## src/rtl/string_eval_if.sv

```systemverilog
// Character-stream bus for the expression evaluator: the producer drives
// characters with a valid strobe, and the evaluator returns its value and status.
interface string_eval_if;
    logic [7:0]  in;
    logic        in_valid;
    logic [15:0] result;
    logic        legal;
    logic        err;

    modport master (
        output in,
        output in_valid,
        input  result,
        input  legal,
        input  err
    );

    modport slave (
        input  in,
        input  in_valid,
        output result,
        output legal,
        output err
    );
endinterface

```

## src/rtl/string_eval.sv

```systemverilog
// Streaming evaluator for single-digit integer expressions using +, - and *.
// Multiplication binds tighter than add/subtract; all arithmetic wraps at 16 bits.
module string_eval (
    input  logic          clk,
    input  logic          clr,
    string_eval_if.slave  bus
);
    localparam logic [7:0] CH_PLUS  = 8'h2B;
    localparam logic [7:0] CH_MINUS = 8'h2D;
    localparam logic [7:0] CH_STAR  = 8'h2A;
    localparam logic [7:0] CH_ZERO  = 8'h30;
    localparam logic [7:0] CH_NINE  = 8'h39;

    typedef enum logic [1:0] {
        START       = 2'd0,
        AFTER_DIGIT = 2'd1,
        AFTER_OP    = 2'd2,
        ERROR       = 2'd3
    } state_t;

    state_t      state_r, state_s;
    logic [15:0] sum_r, sum_s;
    logic [15:0] term_r, term_s;
    logic        neg_r, neg_s;
    logic [7:0]  last_op_r, last_op_s;
    logic [15:0] result_r, result_s;
    logic        legal_r, err_r;

    logic        is_digit_s;
    logic        is_op_s;
    logic [15:0] digit_s;

    function automatic logic [15:0] apply_sign(input logic neg, input logic [15:0] val);
        apply_sign = neg ? (16'd0 - val) : val;
    endfunction

    // Character classification
    always_comb begin
        is_digit_s = (bus.in >= CH_ZERO) && (bus.in <= CH_NINE);
        is_op_s    = (bus.in == CH_PLUS) || (bus.in == CH_MINUS) || (bus.in == CH_STAR);
        digit_s    = {8'd0, bus.in - CH_ZERO};
    end

    // Next-state and datapath update for one accepted character
    always_comb begin
        state_s   = state_r;
        sum_s     = sum_r;
        term_s    = term_r;
        neg_s     = neg_r;
        last_op_s = last_op_r;
        result_s  = result_r;
        if (bus.in_valid) begin
            case (state_r)
                START: begin
                    if (is_digit_s) begin
                        term_s   = digit_s;
                        neg_s    = 1'b0;
                        sum_s    = 16'd0;
                        result_s = digit_s;
                        state_s  = AFTER_DIGIT;
                    end else begin
                        result_s = 16'd0;
                        state_s  = ERROR;
                    end
                end
                AFTER_DIGIT: begin
                    if (is_op_s) begin
                        // '*' keeps extending the current term; '+'/'-' commit it to the sum
                        if (bus.in == CH_STAR) begin
                            last_op_s = CH_STAR;
                        end else begin
                            sum_s     = sum_r + apply_sign(neg_r, term_r);
                            neg_s     = (bus.in == CH_MINUS);
                            last_op_s = bus.in;
                        end
                        state_s = AFTER_OP;
                    end else begin
                        result_s = 16'd0;
                        state_s  = ERROR;
                    end
                end
                AFTER_OP: begin
                    if (is_digit_s) begin
                        if (last_op_r == CH_STAR) begin
                            term_s = term_r * digit_s;
                        end else begin
                            term_s = digit_s;
                        end
                        result_s = sum_r + apply_sign(neg_r, term_s);
                        state_s  = AFTER_DIGIT;
                    end else begin
                        result_s = 16'd0;
                        state_s  = ERROR;
                    end
                end
                ERROR: begin
                    result_s = 16'd0;
                    state_s  = ERROR;
                end
                default: begin
                    result_s = 16'd0;
                    state_s  = ERROR;
                end
            endcase
        end else begin
            state_s = state_r;
        end
    end

    // State, datapath and output registers
    always_ff @(posedge clk or posedge clr) begin
        if (clr) begin
            state_r   <= START;
            sum_r     <= 16'd0;
            term_r    <= 16'd0;
            neg_r     <= 1'b0;
            last_op_r <= CH_PLUS;
            result_r  <= 16'd0;
            legal_r   <= 1'b0;
            err_r     <= 1'b0;
        end else begin
            state_r   <= state_s;
            sum_r     <= sum_s;
            term_r    <= term_s;
            neg_r     <= neg_s;
            last_op_r <= last_op_s;
            result_r  <= result_s;
            legal_r   <= (state_s == AFTER_DIGIT);
            err_r     <= (state_s == ERROR);
        end
    end

    assign bus.result = result_r;
    assign bus.legal  = legal_r;
    assign bus.err    = err_r;
endmodule

```

## src/flat_wrapper.sv

```systemverilog
// flat-port wrapper written by rule: the top's interface ports become plain ports
module string_eval_flat 
  (clk, clr, bus_in, bus_in_valid, bus_result, bus_legal, bus_err);
  string_eval_if bus_i ();
  input  logic clk;
  input  logic clr;
  input wire logic [$bits(bus_i.in)-1:0] bus_in;
  input wire logic [$bits(bus_i.in_valid)-1:0] bus_in_valid;
  output wire logic [$bits(bus_i.result)-1:0] bus_result;
  output wire logic [$bits(bus_i.legal)-1:0] bus_legal;
  output wire logic [$bits(bus_i.err)-1:0] bus_err;
  assign bus_i.in = bus_in;
  assign bus_i.in_valid = bus_in_valid;
  assign bus_result = bus_i.result;
  assign bus_legal = bus_i.legal;
  assign bus_err = bus_i.err;
  string_eval u_core (.clk(clk), .clr(clr), .bus(bus_i));
endmodule
```

## config.mk

```make
export PLATFORM = sky130hd
export DESIGN_NAME = string_eval_flat
export DESIGN_NICKNAME = d
export VERILOG_FILES = /design/src/rtl/string_eval_if.sv /design/src/rtl/string_eval.sv /design/src/flat_wrapper.sv
export SDC_FILE = /design/constraint.sdc
export NUM_CORES = 1
export LEC_CHECK = 0
export CAP_MARGIN = 20
export CORE_MARGIN = 4
export CORE_UTILIZATION = 39
export CTS_BUF_LIST = sky130_fd_sc_hd__clkbuf_4 sky130_fd_sc_hd__clkbuf_8
export DETAILED_ROUTE_END_ITERATION = 7
export PLACE_DENSITY = 0.52
export SLEW_MARGIN = 5
export SYNTH_ARGS = -nofsm -noshare
export SYNTH_HDL_FRONTEND = slang
export SYNTH_SLANG_ARGS = --single-unit
```

## constraint.sdc

```tcl
create_clock -name clk -period 7.7 [get_ports clk]
set_input_delay 1.155 -clock clk [delete_from_list [all_inputs] [get_ports clk]]
set_output_delay 1.155 -clock clk [all_outputs]
set_load 0.05 [all_outputs]
```

[After elaboration in Yosys (flattened, before gate mapping)]
Index checks and enable logic that the tools add are counted.
Storage, ports and cells
  bits of input ports: 11
  bits in registers: 61
  word-level logic and storage cells: 67
  output and inout bits: 18
Operators by class
  $mul: 1
  equality and inequality tests: 14
  add/sub/neg operators: 5
  muxes and demuxes: 26
  reduce and logical (&&, ||, !) cells: 11
  $lt $le $gt $ge: 2
Operators with widths (number)
  two-way mux 16 bit: 13
  one-hot mux 16 bit (2 select lines): 2
  one-hot mux 16 bit (4 select lines): 1
  adder 16 bit: 2
  equality test 8 x 6 -> 1 bit (second input constant): 4
  subtractor 1 x 16 -> 16 bit (first input constant): 2
  multiplier 16 x 8 -> 16 bit: 1
  two-way mux 8 bit: 2
  greater-or-equal comparator 8 x 6 -> 1 bit (second input constant): 1
  <= comparator 8 x 6 -> 1 bit (second input constant): 1
  subtractor 8 x 6 -> 8 bit (second input constant): 1
  equality test 2 bit (second input constant): 3
  != test 2 x 1 -> 1 bit (second input constant): 3
  one-hot mux 2 bit (3 select lines): 1
  AND reduction 5 bit: 1
  equality test 2 x 1 -> 1 bit (second input constant): 2
  two-way mux 1 bit: 4
  two-way mux 2 bit: 2
  != test 2 bit (second input constant): 2
  AND reduction 4 bit: 1
  nonzero test 2 bit: 2
  AND reduction 3 bit: 1
  logical NOT 2 bit: 1
  logical OR 1 bit: 2
  other kinds (4): 4

[Logic depth before layout (Yosys ltp)]
Gate-level depths: netlist (run 1).
  word-level depth: 11
  gate-level depth with buffers: 29
  gate-level depth less buffers: 27

[Worst setup path before layout (run 1)]
Ideal clock, no wire load.
  path type: in2reg
  start point: input port bus_in[2]
  end point: register u_core.result_r[15], in the netlist u_core.bus.result[15]
  stages on the path: 26
  library setup time: 0.129 ns
  arrival: 7.101 ns
  slack: 0.470 ns
  required time: 7.571 ns
  buffers on the path: 3
  path through: clkbuf_1 clkbuf_1 clkbuf_1 nand2_1 fa_1 fa_1 fa_1 inv_1 fa_1 ha_1 o21ai_0 nor2_1 or3_1 o21ai_0 o31ai_1 xnor2_1 ha_1 and2_1 a22o_1 a31o_2 o41ai_1 o21ai_0 a21o_1 a21oi_1 xnor2_1 o21ai_1
On the way
  cells in the longest elaborated chain, start to end: 11
  elaborated cells between the ends (all ways): 21
  classes of those cells: add/sub (3); mul (1); order compare (2); eq/ne (4); mux (7); reduce/logical (4)
RTL lines
  start, declared: RTL line flat_wrapper.sv:7  | input wire logic [$bits(bus_i.in)-1:0] bus_in;
  subtractor 8 x 6 -> 8 bit: RTL line string_eval.sv:41  | digit_s = {8'd0, bus.in - CH_ZERO};
  multiplier 16 x 8 -> 16 bit: RTL line string_eval.sv:85  | term_s = term_r * digit_s;
  two-way mux 16 bit: RTL line string_eval.sv:84  | if (last_op_r == CH_STAR) begin
  two-way mux 16 bit: RTL line string_eval.sv:83  | if (is_digit_s) begin
  two-way mux 16 bit: RTL line string_eval.sv:53  | case (state_r)
  two-way mux 16 bit: RTL line string_eval.sv:52  | if (bus.in_valid) begin
  subtractor 1 x 16 -> 16 bit: RTL line string_eval.sv:34  | apply_sign = neg ? (16'd0 - val) : val;
  two-way mux 16 bit: RTL line string_eval.sv:34
  adder 16 bit: RTL line string_eval.sv:89  | result_s = sum_r + apply_sign(neg_r, term_s);
  two-way mux 16 bit: RTL line string_eval.sv:83
  one-hot mux 16 bit (4 select lines): RTL line string_eval.sv:53
  end signal, assigned: RTL line string_eval.sv:127  | result_r <= result_s;
  end, declared: RTL line string_eval.sv:26  | logic [15:0] result_r, result_s;
Parallel ways exist; a longest one is shown, timed or not. The select of a mux whose other input is x is not followed.
A chain may end at the register's enable or synchronous reset.

[Worst setup path in the final report (run 1)]
  start point: input port bus_in[4]
  end point: register u_core.result_r[14], in the netlist u_core.bus.result[14]
The elaborated chain is that of the path after synthesis.

==> results_dict.tcl, run 1 <==
set metrics [dict create \
    synth_top_area_share_pct 19.5 \
    finClkSkew_ps 11.7 \
    finalMaxSlewViolations 0 \
    ant_nets 0 \
    maxSlewHeadroom_pct 40.5 \
    final_layout_size_suffix_gt1_share_pct 9.64 \
    fin_area_um2 8290 \
    clockRootBuffer "clkbuf_8" \
    yosys_warnings 0 \
    cts-hold-fix-buffers 0 \
    rr_worst_depth 25 \
    n_antenna_cell 0 \
    core_um2 18200 \
    fmax_mhz 137 \
    p_total_w 0.000770 \
    yosysSeqAreaShare_pct 20.9 \
    syn_area_um2 7330 \
    worst-path-max-fanout 11 \
    utilization_pct 45.5 \
    clk_pin_slew_ps 80 \
    hold_start "u_core.bus.result[9]$_DFFE_PP0P_" \
    cts_setup_buffers 0 \
    synthArstFlopShare_pct 100 \
    cap_violations 0 \
    holdWs_ps 484 \
    setup_viol 0 \
    htreeDepth 3 \
    gr-total-overflow 0 \
    nNetsFinal 1018 \
    die-area_um2 21100 \
    drt_wl_total_mm 20.5 \
    gp_congestion 0.863 \
    period_minus_slack_ps 7320 \
    core.rowCount 49 \
    cts_buffers 9 \
    crit_start "bus_in[4]" \
    drc 0 \
    fill_cells 1797 \
    path_class "in -> reg" \
    start_util_pct 40.3 \
    ys.flop_type "dfrtp_1" \
    grt_max_degree 62 \
    first_pass_iters 5 \
    timing.setup.tns_ps 0 \
    syn_to_final_growth_pct 13.1 \
    clk_latency_ps 370 \
    dpl.hpwl_mm 15.9 \
    status "complete, no violations" \
    peakVddDrop_mv 0.135 \
    worstReg2RegStart "u_core.term_r[3]$_DFFE_PP0P_" \
    layout_common_cells "nand2_1 (113), inv_1 (87), fa_1 (62), ha_1 (57), dfrtp_1 (57)" \
    wl_per_cell_um 18.3 \
    cp-end-kind "flip-flop" \
    cp.arrival_ps 7580 \
    viasPerCell 5.45 \
    synth_area_leader_cell "dfrtp_1" \
    cts_tree "yes" \
    power.density_nw_per_um2 92.9 \
    numClockSinks 61 \
    grt_usage_pct 20.1 \
    boundaryPins 29 \
    placed_area_um2 8070 \
    hold_path.class "reg -> reg" \
    required_ps 7960 \
    syn_area_per_cell_um2 8.67 \
    clk_path_buf_depth 2 \
    ys_ff_latch 61 \
    grt_pass1_vias 6399 \
    rsz0062_at_grt "false" \
    whs_path_depth 2 \
    min_period_over_period_pct 95.1 \
    antenna_found_initial 0 \
    via_count 6110 \
    ys_types 66 \
    syn_inst 846 \
    drt-initial-drc-count 346 \
    die_w_um 145 \
    synth_area_leaders "dfrtp_1 (19%), fa_1 (17%), ha_1 (9.9%), nand2_1 (5.8%), xnor2_1 (5.3%)" \
    p_leak_nw 3.79 \
    grt_pass1_wl_mm 34.2 \
    mostFrequentLayoutCell "nand2_1" \
    portBuffers 28 \
    start_kind "input port" \
    hold_viol_final 0 \
    fp.dieH_um 145 \
    synth_edf_count 0 \
    max_slew.worst_pin.slew_ps 889 \
    syn_nets 977 \
]
## synth_stat cells (3+ instances only)
| cell | instances |
|---|---|
| nand2_1 | 113 |
| or2_2 | 7 |
| a32o_1 | 4 |
| a21oi_1 | 25 |
| nor3_1 | 14 |
| or3_1 | 12 |
| xnor3_1 | 3 |
| clkbuf_1 | 33 |
| o22ai_1 | 3 |
| a21o_1 | 10 |
| and2_1 | 50 |
| inv_1 | 88 |
| nand3_1 | 8 |
| a31o_2 | 3 |
| nand2b_1 | 12 |
| nand3b_1 | 4 |
| ha_1 | 58 |
| a22o_1 | 8 |
| mux2i_1 | 6 |
| or4_1 | 3 |
| a211oi_1 | 5 |
| dfstp_2 | 4 |
| o21ai_1 | 4 |
| xnor2_1 | 44 |
| nor2_1 | 34 |
| nor4_1 | 3 |
| o31ai_1 | 16 |
| a211o_1 | 3 |
| nor2b_1 | 17 |
| mux2_2 | 3 |
| o21a_1 | 8 |
| o21ai_0 | 58 |
| buf_2 | 4 |
| fa_1 | 62 |
| xor2_1 | 18 |
| dfrtp_1 | 57 |
| o221ai_1 | 3 |
## repair_timing
| item | CTS | global route |
|---|---|---|
| endpoints found under the hold margin | 0 | 0 |
| gates resized for setup | 0 | 4 |
| setup endpoints to repair | 0 | 3 |
## metrics by stage
stage,setup WS (ps),cells
after floorplan,470,846
after global placement,69.6,1105
after detailed placement,-27.7,1105
after CTS,342,1121
after global routing,0.283,1121
final,379,1121
## registers in the layout (all words and copies together) (netlist names)
name               cells
u_core.bus.legal       1
u_core.bus.err         1
u_core.state_r         2
u_core.sum_r          16
u_core.term_r         16
u_core.neg_r           1
u_core.bus.result     16
u_core.last_op_r       8
## layer usage
layer / routed length, µm / track usage (%) / vias to the layer above
li1: - / - / 2909
met1: 9760 / 28.5 / 3052
met2: 9590 / 32.1 / 121
met3: 785 / 3.24 / 28
met4: 386 / 5.22 / 0
met5: 0 / 0 / -
## layout make-up
cell class | instances | area, µm² | share of cell area [%]
clock buffer | 9 | 124 | 1.49
clock inverter | 7 | 100 | 1.21
inverter | 88 | 330 | 3.98
multi-input combinational | 656 | 5310 | 64.0
sequential | 61 | 1530 | 18.5
tap | 229 | 287 | 3.46
timing repair buffer | 71 | 616 | 7.42
## final timing paths
path	slack (ps)	endpoint
worst max-delay path	380	u_core.bus.result[14]$_DFFE_PP0P_
worst min-delay path	480	u_core.bus.result[9]$_DFFE_PP0P_
min in group asynchronous	1350	u_core.sum_r[13]$_DFFE_PP0P_
worst min register to register	480	u_core.bus.result[9]$_DFFE_PP0P_
max in group asynchronous	5820	u_core.bus.result[0]$_DFFE_PP0P_
worst max register to register	1310	u_core.bus.result[15]$_DFFE_PP0P_
## critical path, cell delays in order
cell	delay, ps
clkdlybuf4s50_1	520
inv_1	80
ha_1	310
buf_4	210
nor2b_1	90
fa_1	530
inv_1	50
fa_1	480
fa_1	500
inv_1	50
fa_1	430
ha_1	200
or2_2	300
a2111oi_2	470
buf_4	190
o31ai_1	130
xnor2_1	190
nor2_1	80
buf_4	180
o31ai_1	290
xor2_1	230
ha_1	290
or3_1	370
a32o_1	250
## cells by family after synthesis
| logic type | after synthesis | synth area share, % |
|---|---|---|
| fa+ha+maj | 120 | 26.8 |
| simple gates | 290 | 20.1 |
| buf+inv | 129 | 6.82 |
| mux | 10 | 1.59 |
| flops | 61 | 20.9 |
| compound gates | 170 | 15.2 |
| xor+xnor | 66 | 8.55 |
## where the power goes
part,total [W],switching (W),internal (W)
sequential,0.000326,0.00000390,0.000322
combinational,0.000109,0.0000651,0.0000435
clock,0.000336,0.000153,0.000183
total,0.000770,0.000222,0.000548
(Power assumes the default switching activity.)
==> inputs of run 2 (changes only) <==
Settings changed: MAX_ROUTING_LAYER set to met4.
==> run 2 against run 1 <==
Die area is the same. Power grew 0.25%. Sequential cell count unchanged. Core utilization about the same. Clock skew about the same. Via count grew 0.13%. Largest power group unchanged. Highest routed layer unchanged. Critical path type unchanged. First-iteration DRC count is 26% higher. Count of clock-buffer cells in the layout is the same.
==> results_dict.tcl, run 2 (synthesized netlist as in run 1, its figures left out) <==
set metrics [dict create \
    syn_to_final_growth_pct 13.1 \
    portBuffers 28 \
    start_kind "input port" \
    rr_worst_depth 25 \
    die_w_um 145 \
    timing.rr.end "u_core.bus.result[15]$_DFFE_PP0P_" \
    cp_slowest_cell "fa_1" \
    numClockSinks 61 \
    cts_setup_buffers 0 \
    n_antenna_cell 0 \
    cap_violations 0 \
    min_to "u_core.bus.result[9]$_DFFE_PP0P_" \
    layout_common_cells "nand2_1 (113), inv_1 (87), fa_1 (62), ha_1 (57), dfrtp_1 (57)" \
    setup_viol 0 \
    hold_viol_final 0 \
    grt_max_degree 62 \
    cp-end-kind "flip-flop" \
    worst-path-max-fanout 11 \
    whs_path_depth 2 \
    clockRootBuffer "clkbuf_8" \
    die-area_um2 21100 \
    start_util_pct 40.3 \
    peakVddDrop_mv 0.136 \
    period_minus_slack_ps 7320 \
    via_count 6118 \
    fin_cells 1121 \
    grt_pass1_vias 6390 \
    mostFrequentLayoutCell "nand2_1" \
    ant_nets 0 \
    grt_pass1_wl_mm 34.2 \
    boundaryPins 29 \
    fp.dieH_um 145 \
    wl_per_cell_um 18.3 \
    fill_cells 1798 \
    grt_usage_pct 20.7 \
    drt-initial-drc-count 436 \
    drt_wl_total_mm 20.5 \
    clk_pin_slew_ps 80 \
    crit_start "bus_in[4]" \
    worstReg2RegStart "u_core.term_r[3]$_DFFE_PP0P_" \
    rsz0062_at_grt "false" \
    hold_path.class "reg -> reg" \
    required_ps 7950 \
    antenna_found_initial 0 \
    cts_tree "yes" \
    slowest_delay_ps 530 \
    fmax_mhz 137 \
    path_class "in -> reg" \
    dpl.hpwl_mm 15.9 \
    ff2ff_setup_slack_ps 1300 \
    timing.setup.tns_ps 0 \
    core_um2 18200 \
    drc 0 \
    min_period_over_period_pct 95.0 \
    first_pass_iters 5 \
    cts_buffers 9 \
    hold_start "u_core.bus.result[9]$_DFFE_PP0P_" \
    cp.arrival_ps 7570 \
    max_slew.worst_pin.slew_ps 890 \
    dp.cells 1105 \
    finClkSkew_ps 11.3 \
    maxSlewHeadroom_pct 40.5 \
    nNetsFinal 1018 \
    gr-total-overflow 0 \
    gp_congestion 0.877 \
    core.rowCount 49 \
    final_layout_size_suffix_gt1_share_pct 9.75 \
    finalMaxSlewViolations 0 \
    path_cells "clkdlybuf4s50_1, inv_1, ha_1, buf_4, nor2b_1, fa_1, inv_1, fa_1, fa_1, inv_1, fa_1, ha_1, or2_2, a2111oi_2, buf_4, o31ai_1, xnor2_1, nor2_1, buf_4, o31ai_1, xor2_1, ha_1, or3_1, a32o_1" \
    status "complete, no violations" \
    htreeDepth 3 \
    p_leak_nw 3.79 \
    utilization_pct 45.6 \
    clk_path_buf_depth 2 \
    clk_latency_ps 370 \
    power.density_nw_per_um2 93.1 \
    cp_common_cell "fa_1" \
    viasPerCell 5.46 \
]
-- run 2: repair_timing --
action / in CTS / in global routing
endpoints found under the hold margin: 0 / 0
setup endpoints to repair: 0 / 3
gates resized for setup: 0 / 5
hold buffers: 0 / 0
-- run 2: stage by stage --
step | setup WS (ps) | total power (W) | hold slack (ps) | area, µm²
4_1_cts | 342 | 0.000780 | 489 | 8290
2_1_floorplan | 470 | 0.000396 | 458 | 7330
3_3_place_gp | 69.6 | 0.000440 | 464 | 8070
3_5_place_dp | -27.7 | 0.000441 | 471 | 8070
5_1_grt | 23.6 | 0.000811 | 505 | 8300
6_report | 383 | 0.000772 | 484 | 8300
-- run 2: layout make-up --
class                           count  area, µm²  share of cell area, %
Multi-Input combinational cell    656       5310                   64.0
Sequential cell                    61       1530                   18.5
Timing Repair Buffer               71        616                   7.42
Inverter                           88        330                   3.98
Tap cell                          229        287                   3.45
Clock buffer                        9        124                   1.49
Clock inverter                      7        100                   1.21
-- run 2: power by group --
group | leakage (nW) | internal [W] | switching, W | total (W)
registers | 0.821 | 0.000322 | 0.00000394 | 0.000326
clock network | 0.102 | 0.000183 | 0.000155 | 0.000338
logic | 2.87 | 0.0000435 | 0.0000651 | 0.000109
-- run 2: critical path: cells and delay by family --
family / cells / cell delay [ps]
adders and majority gates: 7 / 2740
AOI/OAI and AO/OA: 4 / 1150
xor gates and xnor gates: 2 / 420
and+or+nand+nor: 4 / 840
buffers and inverters: 7 / 1280
-- run 2: how the worst max path moves through the flow --
stage	end	slack, ps	cells after the start
3_5_place_dp	u_core.bus.result[15]$_DFFE_PP0P_	-30	27
6_report	u_core.bus.result[14]$_DFFE_PP0P_	380	24
5_1_grt	u_core.bus.result[15]$_DFFE_PP0P_	20	28
3_3_place_gp	u_core.bus.result[14]$_DFFE_PP0P_	70	24
4_1_cts	u_core.bus.result[15]$_DFFE_PP0P_	340	27
2_1_floorplan	u_core.bus.result[15]$_DFFE_PP0P_	470	26
-- run 2: per-layer routing --
metal / vias to the layer above / share of wire (%) / global-route usage (%)
met1: 3051 / 48 / 28.7
li1: 2907 / - / -
met3: 25 / 3.7 / 3.15
met5: - / 0 / -
met2: 135 / 47 / 32.0
met4: 0 / 1.7 / 5.22
